$ cat src/rtl/v2k_reg_arbiter.sv
// rtl/v2k_reg_arbiter.sv - round-robin arbiter feeding one shared holding register
module v2k_reg_arbiter #(
  parameter  int WIDTH = 16,
  parameter  int NREQ  = 4,
  localparam int SRCW  = $clog2(NREQ)
) (
  input  logic                    clk,
  input  logic                    rst,
  input  logic [NREQ-1:0]         req,
  input  logic [NREQ*(WIDTH+1)-1:0] req_data,
  output logic [NREQ-1:0]         gnt,
  output logic                    out_valid,
  output logic [WIDTH:0]          out_data,
  output logic [SRCW-1:0]         out_src,
  input  logic                    out_ready
);

  typedef enum logic {EMPTY = 1'b0, FULL = 1'b1} state_t;

  state_t            state, state_nxt;
  logic [SRCW-1:0]   ptr;
  logic [SRCW-1:0]   winner;
  logic [SRCW:0]     idx;
  logic              found;
  logic              cap;

  // Search starts at ptr and wraps; idx is one bit wider so the wrap compare cannot overflow.
  always_comb begin
    found  = 1'b0;
    winner = '0;
    idx    = '0;
    for (int k = 0; k < NREQ; k++) begin
      idx = {1'b0, ptr} + (SRCW+1)'(k);
      if (idx >= (SRCW+1)'(NREQ))
        idx = idx - (SRCW+1)'(NREQ);
      if (!found && req[idx[SRCW-1:0]]) begin
        found  = 1'b1;
        winner = idx[SRCW-1:0];
      end
    end
  end

  assign cap = (|req) && (state == EMPTY || out_ready);

  always_ff @(posedge clk or posedge rst) begin
    if (rst) begin
      state    <= EMPTY;
      out_data <= '0;
      out_src  <= '0;
      ptr      <= '0;
    end else begin
      state <= state_nxt;
      if (cap) begin
        out_data <= req_data[winner*(WIDTH+1) +: (WIDTH+1)];
        out_src  <= winner;
        ptr      <= (winner == SRCW'(NREQ-1)) ? '0 : winner + 1'b1;
      end
    end
  end

  always_comb begin
    state_nxt = state;
    if (cap)
      state_nxt = FULL;
    else if (state == FULL && out_ready)
      state_nxt = EMPTY;
  end

  // gnt follows out_ready combinationally so a draining FULL slot can refill in the same cycle.
  always_comb begin
    out_valid = (state == FULL);
    gnt       = '0;
    if (cap && !rst)
      gnt[winner] = 1'b1;
  end

endmodule

$ cat config.mk
export PLATFORM = sky130hd
export DESIGN_NAME = v2k_reg_arbiter
export DESIGN_NICKNAME = d
export VERILOG_FILES = /design/src/rtl/v2k_reg_arbiter.sv
export SDC_FILE = /design/constraint.sdc
export NUM_CORES = 1
export LEC_CHECK = 0
export CAP_MARGIN = 25
export CORE_UTILIZATION = 35
export CTS_CLUSTER_DIAMETER = 50
export DETAILED_ROUTE_END_ITERATION = 16
export GPL_ROUTABILITY_DRIVEN = 0
export GPL_TIMING_DRIVEN = 0
export PLACE_DENSITY = 0.84
export SYNTH_ARGS = -nofsm -noshare
export SYNTH_HDL_FRONTEND = slang
export SYNTH_SLANG_ARGS = --single-unit
$ cat constraint.sdc
create_clock -name clk -period 2.35 [get_ports clk]
set_input_delay 0.3525 -clock clk [delete_from_list [all_inputs] [get_ports clk]]
set_output_delay 0.3525 -clock clk [all_outputs]
set_load 0.05 [all_outputs]
Yosys cells after proc, flatten, opt, wreduce, memory -nomap -nowiden
Index checks and enable logic that the tools add are counted.
- bits of input ports: 75
- logic and storage cells: 65
- output and inout port bits: 24
- register bits after elaboration: 22
- bitwise logic cells: 1
- shifts and indexed selects: 1
- $add $sub $neg: 8
- multiplexer cells: 25
- multiply operators: 1
- equal/unequal tests: 1
- reductions and logical operators: 14
- magnitude comparators: 10
- operators with widths (kind ; number):
    68-bit by 8-bit variable part select with 17-bit output ; 1
    2-bit 2-to-1 mux ; 9
    2-bit by 3-bit less-than comparator with 1-bit output (second input constant) ; 5
    1-bit 2-to-1 mux ; 10
    3-bit greater-or-equal comparator (second input constant) ; 3
    1-bit binary-select mux with 2-bit select ; 4
    2-bit by 1-bit subtractor with 2-bit output (second input constant) ; 4
    1-bit logical AND ; 7
    2-bit by 5-bit multiplier with 7-bit output (second input constant) ; 1
    2-bit by 2-bit adder with 3-bit output (second input constant) ; 2
    1-bit logical NOT ; 4
    4-bit 2-to-1 mux ; 1
    4-bit OR reduction ; 1
    2-bit by 1-bit adder with 3-bit output (second input constant) ; 1
    2-bit by 3-bit greater-or-equal comparator with 1-bit output (second input constant) ; 1
    2-bit by 1-bit adder with 2-bit output (second input constant) ; 1
    1-bit demux with 2-bit select ; 1
    2-bit equality test (second input constant) ; 1
    2-bit by 1-bit greater-or-equal comparator with 1-bit output (second input constant) ; 1
    2-bit nonzero test ; 1
    1-bit logical OR ; 1
    1-bit inverter ; 1

Logic depth before layout (Yosys ltp)
Gate-level depths: netlist of the first run.
- depth in word-level cells: 19
- mapped depth: 8
- gate-level depth less buffers: 6

Worst setup path before layout of the first run
No wires, ideal clock.
- path type: reg-to-output
- start point: register ptr[0]
- end point: output gnt[0]
- setup slack: -0.659 ns
- buffers on the path: 2
- data arrival time: 2.657 ns
- stages on the path, launching flop included: 8
- data required time: 1.997 ns
- cells stage by stage: dfrtp_1 > or2b_1 > a21oi_1 > a211o_2 > buf_6 > buf_6 > inv_1 > nor4_1
- word-level cells in the longest chain between the ends: 19
- elaborated cells between the ends (all ways): 42
- those cells by class: 7 x add/sub; 6 x order compare; 22 x mux; 7 x reduce/logical
- ends and longest elaborated chain (what ; RTL line ; text):
    start: declaration ; 21 ; logic [SRCW-1:0] ptr;
    start signal: assignment ; 56 ; ptr <= (winner == SRCW'(NREQ-1)) ? '0 : winner + 1'b1;
    branches (longest 13 deep; another with 2-bit by 1-bit adder with 3-bit output) ; - ;
    2-bit 2-to-1 mux (*) ; 36 ; if (!found && req[idx[SRCW-1:0]]) begin
    2-bit by 3-bit less-than comparator with 1-bit output (implied by the code) / 2-bit by 1-bit greater-or-equal comparator with 1-bit output (equally long branches) ; 74 ; gnt[winner] = 1'b1;
    1-bit logical AND (implied by the code) ; 74 ;
    1-bit 2-to-1 mux (implied by the code) ; 74 ;
    1-bit demux with 2-bit select (*) ; 74 ;
    4-bit 2-to-1 mux (*) ; 73 ; if (cap && !rst)
    end: declaration ; 11 ; output logic [NREQ-1:0] gnt,
Mark *: on every way between the ends. The select of a mux whose other input is x is not followed.

Final worst setup path of the first run
- start point: input out_ready
- end point: output gnt[1]
- word-level cells in the longest chain between the ends: 4
- ends and longest elaborated chain (what ; RTL line ; text):
    start: declaration ; 15 ; input logic out_ready
    1-bit logical OR ; 43 ; assign cap = (|req) && (state == EMPTY || out_ready);
    1-bit logical AND ; 43 ;
    1-bit logical AND ; 73 ;
    4-bit 2-to-1 mux ; 73 ;
Every way passes these cells.

==> impl_metrics.tcl, run 1 <==
set metrics [dict create \
    multi_input_area_um2 791 \
    cts.sinks 22 \
    fin_nets 319 \
    dieArea_um2 4300 \
    power_density_nw_per_um2 949 \
    clk_latency_ps 260 \
    antenna_cells 0 \
    track_usage_pct 20.3 \
    finClkSkew_ps 1.49 \
    instances_no_fill 290 \
    dr.first_iter.drc_count 59 \
    drc 0 \
    synth_warnings 0 \
    area_growth_pct 83.9 \
    die_h_um 65.6 \
    fin_crit_ps 2260 \
    drtAntennaViolNets 0 \
    htree_levels 1 \
    syn_area_um2 1420 \
    p_leak_nw 1.16 \
    wirelength_um 4270 \
    ioPinCount 99 \
    crit_path_start_kind "input port" \
    dr.pass1.iters 4 \
    cap_violations 0 \
    finalSetupTns_ps 0 \
    grt_max_degree 23 \
    die_w_um 65.6 \
    detail_route.wl_per_cell_um 14.7 \
    cts_buffer_depth 2 \
    mostFrequentLayoutCells "90 x clkdlybuf4s50_1, 34 x mux2i_1, 22 x dfrtp_1" \
    fmax_mhz 442 \
    via_per_inst 5.12 \
    synth.avg_cell_area_um2 10.7 \
    antenna_found_initial 0 \
    finalCritPeriodShare_pct 96.3 \
    synth-seq-area-share_pct 38.9 \
    timing_worst_setup_path_type "in -> out" \
    ff_latch_area_um2 551 \
    grt_pass1_wl_um 6520 \
    synth-seq-cells 22 \
    initial_core_util_pct 37.5 \
    core.rowCount 22 \
    finalSetupViolCount 0 \
    place_inst 278 \
    grt_pass1_vias 1421 \
    arrival_ps 1910 \
    min_path_type "reg -> reg" \
    syn_inst 132 \
    vias 1486 \
    cts_tree "yes" \
    drive_gt1_share_pct 13.2 \
    clkTransAtPathRegs_ps 80 \
    fill_cells 309 \
    final_area_um2 2600 \
    crit_path_end_kind "primary output" \
    syn_nets 208 \
    cts_buffers 3 \
    fin_total_pwr_mw 2.47 \
    design.core.area_um2 3770 \
    final_max_slew_viol_count 0 \
    rsz0062_at_grt "no" \
    final_common_cell "clkdlybuf4s50_1" \
    cp_max_fo 5 \
    port_buffers 98 \
    hold_viol_final 0 \
    cts_root_buffer "clkbuf_8" \
    overflow 0 \
    status "completed" \
    cp_data_required_time_ps 2000 \
    placed_cell_area_um2 2490 \
    peakVddDrop_uv 507 \
    synthDistinctLibCells 27 \
    slew_headroom_pct 45.0 \
    hpwl_um 3240 \
    tightestPinTransition_ps 825 \
]
[cell type report]
| class | instances | share of cell area [%] |
|---|---|---|
| Multi-Input combinational cell | 95 | 30.4 |
| Buffer | 9 | 3.17 |
| Timing Repair Buffer | 107 | 40.1 |
| Clock buffer | 4 | 2.12 |
| Tap cell | 48 | 2.31 |
| Sequential cell | 22 | 21.2 |
| Inverter | 5 | 0.721 |
[repair_timing]
action | in CTS | in global routing
endpoints found under the setup margin | 4 | 3
gates resized for setup | 25 | 1
pin swaps | 0 | 1
hold buffers | 0 | 0
setup buffers | 0 | 9
[state kept, by name, indices dropped and copies added (netlist names)]
signal	count
out_valid	1
out_src	2
out_data	17
ptr	2
[logic make-up (layout without fill, tap and decap cells)]
family	after synthesis	in the layout	share of synthesized area, %
AOI/OAI and AO/OA	27	27	17.7
buffers and inverters	15	125	7.34
and+or+nand+nor	32	32	10.3
muxes	35	35	24.8
adders and majority gates	1	1	0.884
DFF	22	22	38.9
[worst max-delay path, cell delays in order]
cell	delay [ps]
clkdlybuf4s50_1	450
nand2b_1	180
o41ai_4	140
buf_4	160
nor4_4	230
clkdlybuf4s15_2	400
[stage by stage]
step	setup slack [ps]	utilization, %	hold WS (ps)
detailed placement	-967	65.9	473
CTS	7.89	67.2	491
global placement	-965	65.9	460
finish	86.8	69.0	488
floorplan	189	-	342
global route	1.62	69.0	515
[cells in the mapped netlist]
library cell	n	area share (%)
a21oi_1	4	1.4
o22ai_1	1	0.44
or2_1	1	0.44
buf_8	1	1.1
nand2b_1	3	1.3
buf_4	1	0.53
nor2_1	3	0.80
ha_1	1	0.88
and2_1	1	0.44
dfrtp_1	22	39
o221ai_1	15	9.3
clkbuf_1	2	0.53
o41ai_4	1	1.9
mux2_2	1	0.80
or2b_1	1	0.53
a21o_1	2	1.1
nand2_1	19	5.0
and3_1	1	0.44
buf_2	2	0.71
o221ai_2	2	2.1
o22a_2	1	0.71
inv_1	5	1.3
nand4_1	1	0.44
nor4_1	2	0.88
a211o_2	1	0.71
mux2i_1	34	24
buf_6	4	3.2
[metal layers]
metal / wire (µm) / vias to the layer above / global-route usage (%)
met5: 0 / - / 0
met4: 29 / 0 / 5.16
met3: 367 / 4 / 6.77
met2: 2160 / 61 / 35.4
met1: 1710 / 698 / 23.5
li1: - / 723 / -
[where the power goes]
group	internal, mW	leakage, nW	switching [mW]
logic	0.687	0.865	0.915
registers	0.517	0.265	0.0803
clock network	0.149	0.0288	0.120
[path summary, 6_finish.rpt]
kind                       slack (ps)      endpoint          from  cells after the start
max in group asynchronous        1090   out_data[2]           rst                      2
max reg2reg                       540   out_data[5]        ptr[0]                      8
min in group asynchronous         750        ptr[1]           rst                      2
min                               490  out_data[11]  out_data[11]                      2
max                                90        gnt[1]     out_ready                      6
min reg2reg                       490  out_data[11]  out_data[11]                      2
Note: power is estimated with default switching activity, not from simulation.
==> run 2, diff against run 1 <==
--- a/config.mk
+++ b/config.mk
@@ -6,12 +6,12 @@
 export NUM_CORES = 1
 export LEC_CHECK = 0
 export CAP_MARGIN = 25
-export CORE_UTILIZATION = 35
+export CORE_UTILIZATION = 32
 export CTS_CLUSTER_DIAMETER = 50
 export DETAILED_ROUTE_END_ITERATION = 16
 export GPL_ROUTABILITY_DRIVEN = 0
 export GPL_TIMING_DRIVEN = 0
-export PLACE_DENSITY = 0.84
+export PLACE_DENSITY = 0.81
 export SYNTH_ARGS = -nofsm -noshare
 export SYNTH_HDL_FRONTEND = slang
 export SYNTH_SLANG_ARGS = --single-unit
==> constraint.sdc (replaced) <==
create_clock -name clk -period 1.9 [get_ports clk]
set_input_delay 0.285 -clock clk [delete_from_list [all_inputs] [get_ports clk]]
set_output_delay 0.285 -clock clk [all_outputs]
set_load 0.05 [all_outputs]
==> run 2 against run 1 <==
The flow now finishes with violations (negative setup slack). Clock-buffer cell count stayed put. Die area is 9.1% higher. Wire length is 2.8% higher. Non-clock buffer count stayed put. Flip-flop and latch count stayed put. Critical path depth is 2 higher. Critical path type is now reg -> out. Largest power group unchanged.
==> impl_metrics.tcl, run 2 (synthesis results as in run 1) <==
set metrics [dict create \
    rsz0062_at_grt "yes" \
    fmax_mhz 496 \
    die_h_um 68.5 \
    holdPathEnd "out_valid" \
    cts.sinks 22 \
    clk_latency_ps 260 \
    hold_ws_ps 474 \
    status "finished, violations left" \
    area_growth_pct 91.2 \
    r2r_slack_ps -20 \
    largest_reg_flops 17 \
    finalCritPeriodShare_pct 106 \
    design.core.area_um2 4120 \
    hp-start "req[2]" \
    cp_max_fo 5 \
    hpwl_um 3190 \
    slew_headroom_pct 41.2 \
    fin_crit_ps 2020 \
    final_max_slew_viol_count 0 \
    grt_pass1_wl_um 6730 \
    instances_no_fill 292 \
    overflow 0 \
    wirelength_um 4390 \
    drive_gt1_share_pct 19.4 \
    min_delay_path_depth 3 \
    grt_pass1_vias 1438 \
    antenna_found_initial 0 \
    cts_buffer_depth 2 \
    r2r_cells 8 \
    dr.pass1.iters 4 \
    grt_max_degree 23 \
    core.rowCount 23 \
    vias 1500 \
    htree_levels 1 \
    dieArea_um2 4690 \
    dr.first_iter.drc_count 68 \
    crit_path_start_kind "flop" \
    clkTransAtPathRegs_ps 80 \
    via_per_inst 5.14 \
    mostFrequentLayoutCells "90 x clkdlybuf4s50_1, 34 x mux2i_1, 22 x dfrtp_1" \
    drc 0 \
    crit_path_end_kind "primary output" \
    track_usage_pct 19.1 \
    fin_ws_ps -118 \
    ioPinCount 99 \
    min_path_type "in -> reg" \
    p_leak_nw 1.18 \
    largest_register "out_data" \
    arrival_ps 1730 \
    cap_violations 0 \
    fin_nets 319 \
    cp_data_required_time_ps 1620 \
    port_buffers 98 \
    timing_worst_setup_path_type "reg -> out" \
    initial_core_util_pct 34.4 \
    violations "negative setup slack" \
    r2r-start "ptr[0]" \
    finalSetupViolCount 7 \
    r2r_end "out_data[5]" \
    finClkSkew_ps 2.81 \
    cts_buffers 3 \
    top_regs "out_data x17, out_src x2, ptr x2" \
    final_common_cell "clkdlybuf4s50_1" \
    die_w_um 68.5 \
    drtAntennaViolNets 0 \
    cts_tree "yes" \
    tightestPinTransition_ps 881 \
    peakVddDrop_uv 645 \
    antenna_cells 0 \
    place_inst 280 \
    power_density_nw_per_um2 1170 \
    cts_root_buffer "clkbuf_8" \
    hold_viol_final 0 \
    detail_route.wl_per_cell_um 15.0 \
]
-- run 2: changes by cell type in the layout (fill, tap and decap cells not counted), sizes merged --
cell	change
buf	+2
clkdlybuf4s15	-1
dlygate4sd2	-1
-- run 2: worst max-delay path, cell delays in order (launching register included) --
cell,delay [ps]
dfrtp_1,370
or2b_1,120
a21oi_2,50
a211o_2,340
buf_12,150
inv_6,60
ha_4,110
and2_4,130
buf_8,140
-- run 2: through the flow --
step	setup WS [ps]	area, µm²	setup TNS (ps)	util, %	power [mW]
finish	-118	2710	-279	65.8	3.17
global route	-197	2710	-1640	65.8	3.34
CTS	-113	2630	-185	64.0	3.10
detailed placement	-1310	2490	-14470	60.5	2.66
global placement	-1310	2490	-13960	60.5	2.64
floorplan	-162	1450	-204	-	2.02
-- run 2: cell type report --
type,count,area [µm²]
Tap cell,50,62.6
Clock buffer,4,55.1
Sequential cell,22,551
Multi-Input combinational cell,95,855
Fill cell,317,1410
Inverter,5,23.8
Buffer,9,97.6
Timing Repair Buffer,107,1060
-- run 2: how the worst max path moves through the flow --
stage | start | to | cells after the start
6_report | ptr[0] | gnt[3] | 8
3_3_place_gp | req[1] | gnt[3] | 10
3_5_place_dp | req[1] | gnt[3] | 10
5_1_grt | ptr[0] | gnt[3] | 8
4_1_cts | ptr[0] | gnt[3] | 8
2_1_floorplan | ptr[0] | gnt[0] | 7
-- run 2: what timing repair did --
action | in CTS | in global routing
gates resized for setup | 48 | 12
pin swaps | 5 | 2
endpoints found under the setup margin | 25 | 21
setup buffers | 7 | 2
hold buffers | 0 | 0
-- run 2: power by group --
group / internal, mW / total [mW] / switching [mW]
Combinational: 0.909 / 2.09 / 1.18
Clock: 0.184 / 0.333 / 0.148
Sequential: 0.640 / 0.744 / 0.104
-- run 2: per-layer routing --
metal	up-vias	GRT usage (%)	part of all wire, %
li1	716	-	-
met1	713	22.9	40
met2	67	34.1	51
met4	0	3.91	0.64
met5	-	0	0
met3	4	5.10	8.1
